==> src/rtl/render_pkg.sv <==
// rtl/render_pkg.sv - shared pixel type, screen geometry and frame-buffer addressing for the render blocks
package render_pkg;

    typedef logic [15:0] rgb565_t;

    localparam int      SCREEN_W        = 640;
    localparam int      SCREEN_H        = 480;
    localparam rgb565_t TRANSPARENT_DEF = 16'hF81F;

    typedef enum logic [1:0] {
        S_IDLE,
        S_RUN,
        S_FLUSH,
        S_DONE
    } state_t;

    function automatic logic [18:0] fb_addr(input logic [10:0] x, input logic [10:0] y,
                                            input int w = SCREEN_W);
        return 19'(int'(y) * w + int'(x));
    endfunction

endpackage

==> src/rtl/render_scan_ctr.sv <==
// rtl/render_scan_ctr.sv - nested digit/row/column scan counters with scale sub-counters
module render_scan_ctr
    import render_pkg::*;
#(
    parameter int DIGITS    = 4,
    parameter int GLYPH_W   = 12,
    parameter int GLYPH_H   = 18,
    parameter int MAX_SCALE = 4,
    parameter int DW        = (DIGITS > 1) ? $clog2(DIGITS) : 1,
    parameter int SROW_W    = $clog2(GLYPH_H),
    parameter int SCOL_W    = $clog2(GLYPH_W),
    parameter int DROW_W    = $clog2(GLYPH_H * MAX_SCALE),
    parameter int DCOL_W    = $clog2(GLYPH_W * MAX_SCALE)
) (
    input  logic              clk,
    input  logic              rstn,
    input  logic              clr,
    input  logic              en,
    input  logic [2:0]        s,
    output logic [DW-1:0]     digit,
    output logic [SROW_W-1:0] srow,
    output logic [SCOL_W-1:0] scol,
    output logic [DROW_W-1:0] drow,
    output logic [DCOL_W-1:0] dcol,
    output logic              last
);

    logic [2:0] csub;
    logic [2:0] rsub;
    logic       col_sub_wrap, col_wrap, row_sub_wrap, row_wrap;

    // Each wrap qualifies the next level out, so one cycle advances exactly one destination pixel.
    assign col_sub_wrap = (csub == s - 3'd1);
    assign col_wrap     = col_sub_wrap && (scol == SCOL_W'(GLYPH_W - 1));
    assign row_sub_wrap = col_wrap && (rsub == s - 3'd1);
    assign row_wrap     = row_sub_wrap && (srow == SROW_W'(GLYPH_H - 1));
    assign last         = row_wrap && (digit == DW'(DIGITS - 1));

    always_ff @(posedge clk) begin
        if (!rstn || clr) begin
            csub  <= '0;
            rsub  <= '0;
            scol  <= '0;
            srow  <= '0;
            dcol  <= '0;
            drow  <= '0;
            digit <= '0;
        end else if (en) begin
            csub <= col_sub_wrap ? '0 : csub + 1'b1;
            dcol <= col_wrap ? '0 : dcol + 1'b1;
            if (col_sub_wrap)
                scol <= col_wrap ? '0 : scol + 1'b1;
            if (col_wrap) begin
                rsub <= row_sub_wrap ? '0 : rsub + 1'b1;
                drow <= row_wrap ? '0 : drow + 1'b1;
            end
            if (row_sub_wrap)
                srow <= row_wrap ? '0 : srow + 1'b1;
            if (row_wrap)
                digit <= last ? '0 : digit + 1'b1;
        end
    end

endmodule

==> src/rtl/render_number.sv <==
// rtl/render_number.sv - scaled, clipped, colour-keyed BCD number blitter into the RGB565 frame buffer
module render_number
    import render_pkg::*;
#(
    parameter int      DIGITS      = 4,
    parameter int      GLYPH_W     = 12,
    parameter int      GLYPH_H     = 18,
    parameter int      SPACING     = 2,
    parameter int      MAX_SCALE   = 4,
    parameter int      SCREEN_W    = 640,
    parameter int      SCREEN_H    = 480,
    parameter int      ROM_AW      = 12,
    parameter rgb565_t TRANSPARENT = TRANSPARENT_DEF
) (
    input  logic                clk,
    input  logic                rstn,
    input  logic                start,
    input  logic [DIGITS*4-1:0] value,
    input  logic [9:0]          top,
    input  logic [9:0]          left,
    input  logic [2:0]          scale,
    input  logic                blank_lz,
    output logic [ROM_AW-1:0]   rom_addr,
    input  logic [15:0]         rom_data,
    output logic [18:0]         dst_addr,
    output logic [15:0]         dst_data,
    output logic                dst_wr,
    output logic                busy,
    output logic                done
);

    localparam int DW     = (DIGITS > 1) ? $clog2(DIGITS) : 1;
    localparam int NSLOT  = 1 << DW;
    localparam int SROW_W = $clog2(GLYPH_H);
    localparam int SCOL_W = $clog2(GLYPH_W);
    localparam int DROW_W = $clog2(GLYPH_H * MAX_SCALE);
    localparam int DCOL_W = $clog2(GLYPH_W * MAX_SCALE);

    state_t state, state_nxt;

    logic [3:0]       nib_q   [NSLOT];
    logic [3:0]       nib_new [NSLOT];
    logic [NSLOT-1:0] blank_q, blank_new;
    logic [9:0]       top_q, left_q;
    logic [2:0]       s_q, s_eff;
    logic             seen, accept, last;

    logic [DW-1:0]     digit;
    logic [SROW_W-1:0] srow;
    logic [SCOL_W-1:0] scol;
    logic [DROW_W-1:0] drow;
    logic [DCOL_W-1:0] dcol;

    logic        p1_valid, p1_blank;
    logic [10:0] p1_x, p1_y;

    assign accept = (state == S_IDLE) && start;

    always_comb begin
        s_eff = scale;
        if (scale == 3'd0)
            s_eff = 3'd1;
        else if (scale > 3'(MAX_SCALE))
            s_eff = 3'(MAX_SCALE);
    end

    // Slot k is the k-th digit from the left; the rightmost digit is never lead-blanked.
    always_comb begin
        seen      = 1'b0;
        blank_new = '0;
        for (int k = 0; k < NSLOT; k++)
            nib_new[k] = 4'h0;
        for (int k = 0; k < DIGITS; k++) begin
            nib_new[k]   = value[(DIGITS-1-k)*4 +: 4];
            blank_new[k] = (nib_new[k] > 4'd9) ||
                           (blank_lz && !seen && nib_new[k] == 4'h0 && k != DIGITS - 1);
            seen         = seen | (nib_new[k] != 4'h0);
        end
    end

    always_comb begin
        state_nxt = state;
        case (state)
            S_IDLE:  if (start) state_nxt = S_RUN;
            S_RUN:   if (last) state_nxt = S_FLUSH;
            S_FLUSH: state_nxt = S_DONE;
            S_DONE:  state_nxt = S_IDLE;
            default: state_nxt = S_IDLE;
        endcase
    end

    assign busy = (state == S_RUN) || (state == S_FLUSH);
    assign done = (state == S_DONE);

    render_scan_ctr #(
        .DIGITS(DIGITS), .GLYPH_W(GLYPH_W), .GLYPH_H(GLYPH_H), .MAX_SCALE(MAX_SCALE),
        .DW(DW), .SROW_W(SROW_W), .SCOL_W(SCOL_W), .DROW_W(DROW_W), .DCOL_W(DCOL_W)
    ) u_scan (
        .clk   (clk),
        .rstn  (rstn),
        .clr   (accept),
        .en    (state == S_RUN),
        .s     (s_q),
        .digit (digit),
        .srow  (srow),
        .scol  (scol),
        .drow  (drow),
        .dcol  (dcol),
        .last  (last)
    );

    assign rom_addr = ROM_AW'(int'(nib_q[digit]) * (GLYPH_W * GLYPH_H) +
                              int'(srow) * GLYPH_W + int'(scol));

    always_ff @(posedge clk) begin
        if (!rstn) begin
            state   <= S_IDLE;
            top_q   <= '0;
            left_q  <= '0;
            s_q     <= '0;
            blank_q <= '0;
            for (int k = 0; k < NSLOT; k++)
                nib_q[k] <= '0;
            p1_valid <= 1'b0;
            p1_blank <= 1'b0;
            p1_x     <= '0;
            p1_y     <= '0;
        end else begin
            state <= state_nxt;
            if (accept) begin
                nib_q   <= nib_new;
                blank_q <= blank_new;
                top_q   <= top;
                left_q  <= left;
                s_q     <= s_eff;
            end
            // 11-bit coordinates keep off-screen pixels from aliasing back onto the screen.
            p1_valid <= (state == S_RUN);
            p1_blank <= blank_q[digit];
            p1_x     <= 11'(int'(left_q) + int'(digit) * (GLYPH_W + SPACING) * int'(s_q) + int'(dcol));
            p1_y     <= 11'(int'(top_q) + int'(drow));
        end
    end

    assign dst_wr   = p1_valid && !p1_blank && (p1_x < 11'(SCREEN_W)) && (p1_y < 11'(SCREEN_H)) &&
                      (rom_data != TRANSPARENT);
    assign dst_data = p1_valid ? rom_data : 16'h0000;
    assign dst_addr = fb_addr(p1_x, p1_y, SCREEN_W);

endmodule

==> config.mk <==
export PLATFORM = sky130hd
export DESIGN_NAME = render_number
export DESIGN_NICKNAME = d
export VERILOG_FILES = /design/src/rtl/render_pkg.sv /design/src/rtl/render_scan_ctr.sv /design/src/rtl/render_number.sv
export SDC_FILE = /design/constraint.sdc
export NUM_CORES = 1
export LEC_CHECK = 0
export CORE_MARGIN = 1
export CORE_UTILIZATION = 55
export DETAILED_ROUTE_END_ITERATION = 8
export PLACE_DENSITY_LB_ADDON = 0.15
export SETUP_SLACK_MARGIN = 0.1
export SLEW_MARGIN = 20
export SYNTH_ARGS = -nofsm -noshare
export SYNTH_HDL_FRONTEND = slang
export SYNTH_SLANG_ARGS = --single-unit
==> constraint.sdc <==
create_clock -name clk -period 14 [get_ports clk]
set_input_delay 3.5 -clock clk [delete_from_list [all_inputs] [get_ports clk]]
set_output_delay 3.5 -clock clk [all_outputs]
set_load 0.03 [all_outputs]
## Word-level counts from Yosys, hierarchy flattened

Cells that the tools add are included.

| cells by class | value |
|---|---|
| $add $sub $neg | 14 |
| multipliers | 5 |
| $lt $le $gt $ge | 9 |
| equal/unequal tests | 11 |
| multiplexer cells | 18 |
| bitwise gates (word level) | 2 |
| reduce and logical (&&, ||, !) cells | 35 |

Operators with widths:

| cell | count |
|---|---|
| $add 19x11->19 | 1 |
| $gt 4x4->1 const B | 4 |
| $mux 16 | 1 |
| $ne 16x16->1 const B | 1 |
| $logic_and 1x1->1 | 14 |
| $add 12x4->12 | 1 |
| $add 12x9->12 | 1 |
| $logic_not 4->1 | 3 |
| $mul 11x3->12 const B | 1 |
| $mux 3 | 4 |
| $mux 4 | 3 |
| $add 10x7->11 | 1 |
| $add 10x9->11 | 1 |
| $add 11x6->11 | 1 |
| $lt 11x10->1 const B | 1 |
| $lt 11x9->1 const B | 1 |
| $reduce_and 2->1 | 5 |
| $mul 4x5->9 const B | 1 |
| $bmux 4 s2 | 1 |
| $mul 5x3->8 | 1 |
| $pmux 2 s4 | 1 |
| $reduce_bool 4->1 | 2 |
| $add 7x1->7 const B | 1 |
| $mul 5x2->7 const B | 1 |
| other kinds (28) | 42 |

| word-level totals | value |
|---|---|
| bits in registers | 99 |
| output and inout port bits | 50 |
| logic and storage cells | 114 |

## Logic depth before layout (Yosys ltp)

| logic depth | value |
|---|---|
| depth after elaboration | 8 |
| depth in mapped cells | 18 |
| gate-level depth less buffers | 17 |

## Hierarchy

Synthesis repeated with hierarchy kept, for this count alone.

| unflattened totals | value |
|---|---|
| cells, all modules | 824 |
| area total of the unflattened synthesis | 7043.0 um2 |

By module, submodules not included:

| module | times used | cells an instance | area each (um2) | sequential area each (um2) |
|---|---|---|---|---|
| render_number | 1 | 646 | 5450.2 | 1381.3 |
| render_scan_ctr | 1 | 178 | 1592.8 | 600.6 |

## Worst setup path after synthesis

No wires, ideal clock.

| path | value |
|---|---|
| path kind | register -> output |
| start | register u_scan.digit[0] |
| end | output port rom_addr[11] |
| data arrival time | 4260 ps |
| setup slack | 6240 ps |
| stages on the path, launching flop included | 16 |
| cell sequence | dfxtp_1 clkbuf_1 mux4_2 ha_1 inv_1 fa_1 inv_1 ha_1 a31oi_1 xnor2_1 ha_1 ha_1 o21a_1 o31a_1 o21ai_0 xnor2_1 |

| between the ends | value |
|---|---|
| cells in the longest elaborated chain, start to end | 7 |

RTL lines:

| element | line | RTL |
|---|---|---|
| start, declared | render_scan_ctr.sv:20 | `output logic [DW-1:0] digit,` |
| start signal, assigned | render_scan_ctr.sv:60 | `digit <= last ? '0 : digit + 1'b1;` |
| $not 2->3 (not written as such) | render_number.sv:112 | `assign rom_addr = ROM_AW'(int'(nib_q[digit]) * (GLYPH_W * GLYPH_H) +` |
| $bmux 4 s2 | render_number.sv:112 |  |
| $mux 4 (not written as such) (2 in series) | render_number.sv:112 |  |
| $mul 4x5->9 | render_number.sv:112 |  |
| $add 12x9->12 | render_number.sv:112 |  |
| $add 12x4->12 | render_number.sv:113 | `int'(srow) * GLYPH_W + int'(scol));` |
| end, declared | render_number.sv:23 | `output logic [ROM_AW-1:0] rom_addr,` |

Every way passes these cells. The select of a mux whose other input is x is not followed.

## Worst setup path after layout

Ends and elaborated chain as after synthesis.

==> results.md <==
* Reg-to-Reg End: p1_x[7]
* Residual DRC count at 0
* Placeable Area at 12,300 um2
* Vias at 5,993
* Global Route Usage Sum at 25.1%
* Leading post-synthesis cells by cell area: dfxtp_1 (28%), ha_1 (17%), a21oi_1 (6.3%), nand2_1 (5.5%), fa_1 (5.1%)
* RSZ-0062 raised after global routing: false
* Vias in the first global route at 6,019
* Adder-Cell Fraction of Synth Area at 22.2%
* Post-synthesis xor/xnor area fraction at 6.72%
* CP Capture Type: output port
* Peak VDD IR at 0.0000935 V
* First-pass GRT wire length at 26.7 mm
* FILL cells at 998
* Final WS setup at 5.28 ns
* Yosys cell types at 59
* Post-CTS Setup Bufs at 0
* CTS tree: done
* Initial Util at 57.4%
* Compound-gate portion of the synthesized area at 12.9%
* Setup TNS at 0 ns
* Period minus WS final at 8.72 ns
* Per-cell routed wire length at 14.1 um
* Non-Filler Instances at 1,098
* Pre-CTS WS at 5.45 ns
* Max-cap viol count at 0
* Ratio of cells with drive above 1 in the final layout at 3.55%
* Largest family of logic cells by synthesized area: adder cells
* Max-slew violations at 0
* Final setup fails at 0
* CP Max Fanout at 9
* Outcome: completed
* CTS Buf Count at 9
* Mean Syn Cell Area at 8.38 um2
* Lkg Pwr at 3.64 nW
* Number of synthesis warnings at 0
* Max Buffers Root-to-Sink at 2
* Slew HR at 33.5%
* Routed Antenna Nets at 0
* Power per cell area at 116 nW/um2
* Final Skew at 0.00926 ns
* Seq pwr share at 35.2%
* Crit path from: u_scan.digit[0]
* Worst EP arrival at 5.22 ns
* Number of hold violations in the final report at 0
* Ant. Diodes at 0
* P&R area growth vs syn at 20.2%
* Sw Ratio at 36.8%
* Core Rows at 40
* Least-Margin Pin Slew at 0.998 ns
* Synth top area share at 28.1%
* Hold Crit Start: nib_q[5]
* Worst setup SP type: register
* Sequential area share after synthesis at 28.1%
* Inst Count DP at 1,083
* CTS Sinks at 99
* Critical Path RT at 10.50 ns
* Logic pwr share at 40.1%
* Netlist Area Pre-Place at 7040 um2
* Final Cycle Share at 62.3%
* Synth Flop Type: dfxtp_1
* Clk slew on worst S/H paths at 0.07 ns
* Synth async-reset ratio at 0%
* Top cells by count, synth: nand2_1 (104), dfxtp_1 (99), ha_1 (96)
* Internal at 0.619 mW
* Synth area leader: dfxtp_1
* CTS root buffer: clkbuf_16
* Post-Syn Instances at 840
* Post-synth EDFFs at 0
* # resized after CTS at 0
* Worst reg-to-reg path cell count at 16
* Psw at 0.360 mW
* Via-to-Cell Ratio at 5.46
* Final Wtd Congestion at 0.858
* Max Fclk at 115 MHz
* Clock latency on the worst-skew pair at 0.35 ns
* Die Area at 13,300 um2
* Chip width at 115 um
* Routed WL at 15.5 mm
* H-Tree Depth at 3
* Crit Path Category: reg2out
* #FFs+latches synth at 99
* TritonRoute pass-1 iters at 7
* Largest net degree at the start of global routing at 60
* HPWL reported at the end of detailed placement at 11.9 mm
* Mux cell area share after synthesis at 2.45%
* Worst r2r src: u_scan.digit[0]
* R2R setup slack at 9.53 ns
* Synth Area in Simple Gates at 21.6%
* Hold buffers post-CTS at 0
* Critical path capture point: rom_addr[11]
* Most frequent cell after synthesis: nand2_1
* Hold Path Class: reg2reg
* Die height at 115 um
* # IOs at 109
* Power Total at 0.979 mW
* DRT iter0 DRCs at 299
* Grt ovf at 0
* NumNets Final at 1,099
* Antenna violations before repair at 0
* Clock network power share at 24.7%
* Synthesized net count at 1,013
* I/O Buffers at 108
[metal layers]
layer	track usage [%]	vias up	part of all wire, %
met5	0	-	0
met4	8.14	0	1.4
met3	3.74	19	5.1
met2	45.7	160	49
met1	30.2	2799	45
li1	-	3015	-
[flip-flops by register name, summed over array words and instances, names as in the netlist, 2 cells and up]
name and cells:
nib_q 16, u_scan.digit 2, p1_y 11, u_scan.srow 5, p1_x 11, u_scan.rsub 3
u_scan.csub 3, blank_q 4, s_q 3, state 2, u_scan.drow 7, left_q 10
u_scan.scol 4, u_scan.dcol 6, top_q 10
[final cells by class]
| cell class | instances | area [um2] | share of cell area [%] |
|---|---|---|---|
| clock buffer | 10 | 229 | 2.70 |
| clock inverter | 5 | 55.1 | 0.650 |
| inverter | 69 | 259 | 3.06 |
| multi-input combinational | 637 | 4630 | 54.7 |
| sequential | 99 | 1980 | 23.4 |
| tap | 168 | 210 | 2.48 |
| timing repair buffer | 110 | 1100 | 12.9 |
[worst min path at each step]
stage / endpoint / cells after the start
final: nib_q[5] / 2
after global routing: nib_q[0] / 2
after CTS: nib_q[6] / 2
after detailed placement: nib_q[6] / 2
after global placement: blank_q[3] / 2
after floorplan: blank_q[3] / 2
[cells in the final DEF (no fill, tap or decap), types with 9 or more instances in the layout]
cell type        instances
xnor2_1                 35
and2_1                  25
inv_1                   68
a21o_1                  10
clkbuf_16                9
nor2_1                  60
xor2_1                  13
nand3_1                 12
a21oi_1                 89
dfxtp_1                 99
nand2_1                104
nand2b_1                12
nor3_1                  17
o21ai_0                 34
nor2b_1                 13
clkdlybuf4s50_1        108
fa_1                    18
ha_1                    96
[worst max-delay path, cell delays in order, from the launching register on]
cell and delay (ns):
dfxtp_1 0.64, mux4_2 0.63, ha_1 0.30, inv_1 0.05
fa_1 0.53, inv_1 0.04, ha_1 0.33, a31oi_1 0.24
xnor2_1 0.16, ha_1 0.25, ha_1 0.35, o21a_1 0.19
o31a_1 0.12, o21ai_0 0.20, xnor2_1 0.14, clkdlybuf4s50_1 0.68
[logic make-up after synthesis]
family	Yosys count
AO/OA/AOI/OAI	161
XOR/XNOR	50
adder cells (fa/ha/maj)	114
buffers and inverters	104
flip-flops	99
multiplexers	11
AND/OR/NAND/NOR	301
[stage by stage]
step	utilization [%]	cell area, um2	hold slack, ns
floorplan	-	7040	0.429
CTS	69.0	8470	0.457
detailed placement	66.7	8180	0.447
global placement	66.7	8180	0.437
finish	69.0	8470	0.453
global route	69.0	8470	0.480
[power groups by stage]
stage / logic (mW) / registers [mW] / clock network, mW
6_report: 0.392 / 0.345 / 0.242
5_1_grt: 0.433 / 0.349 / 0.258
4_1_cts: 0.395 / 0.345 / 0.246
3_5_place_dp: 0.392 / 0.350 / 0
3_3_place_gp: 0.377 / 0.349 / 0
2_1_floorplan: 0.277 / 0.340 / 0
Power figures use the tool's default switching activity.
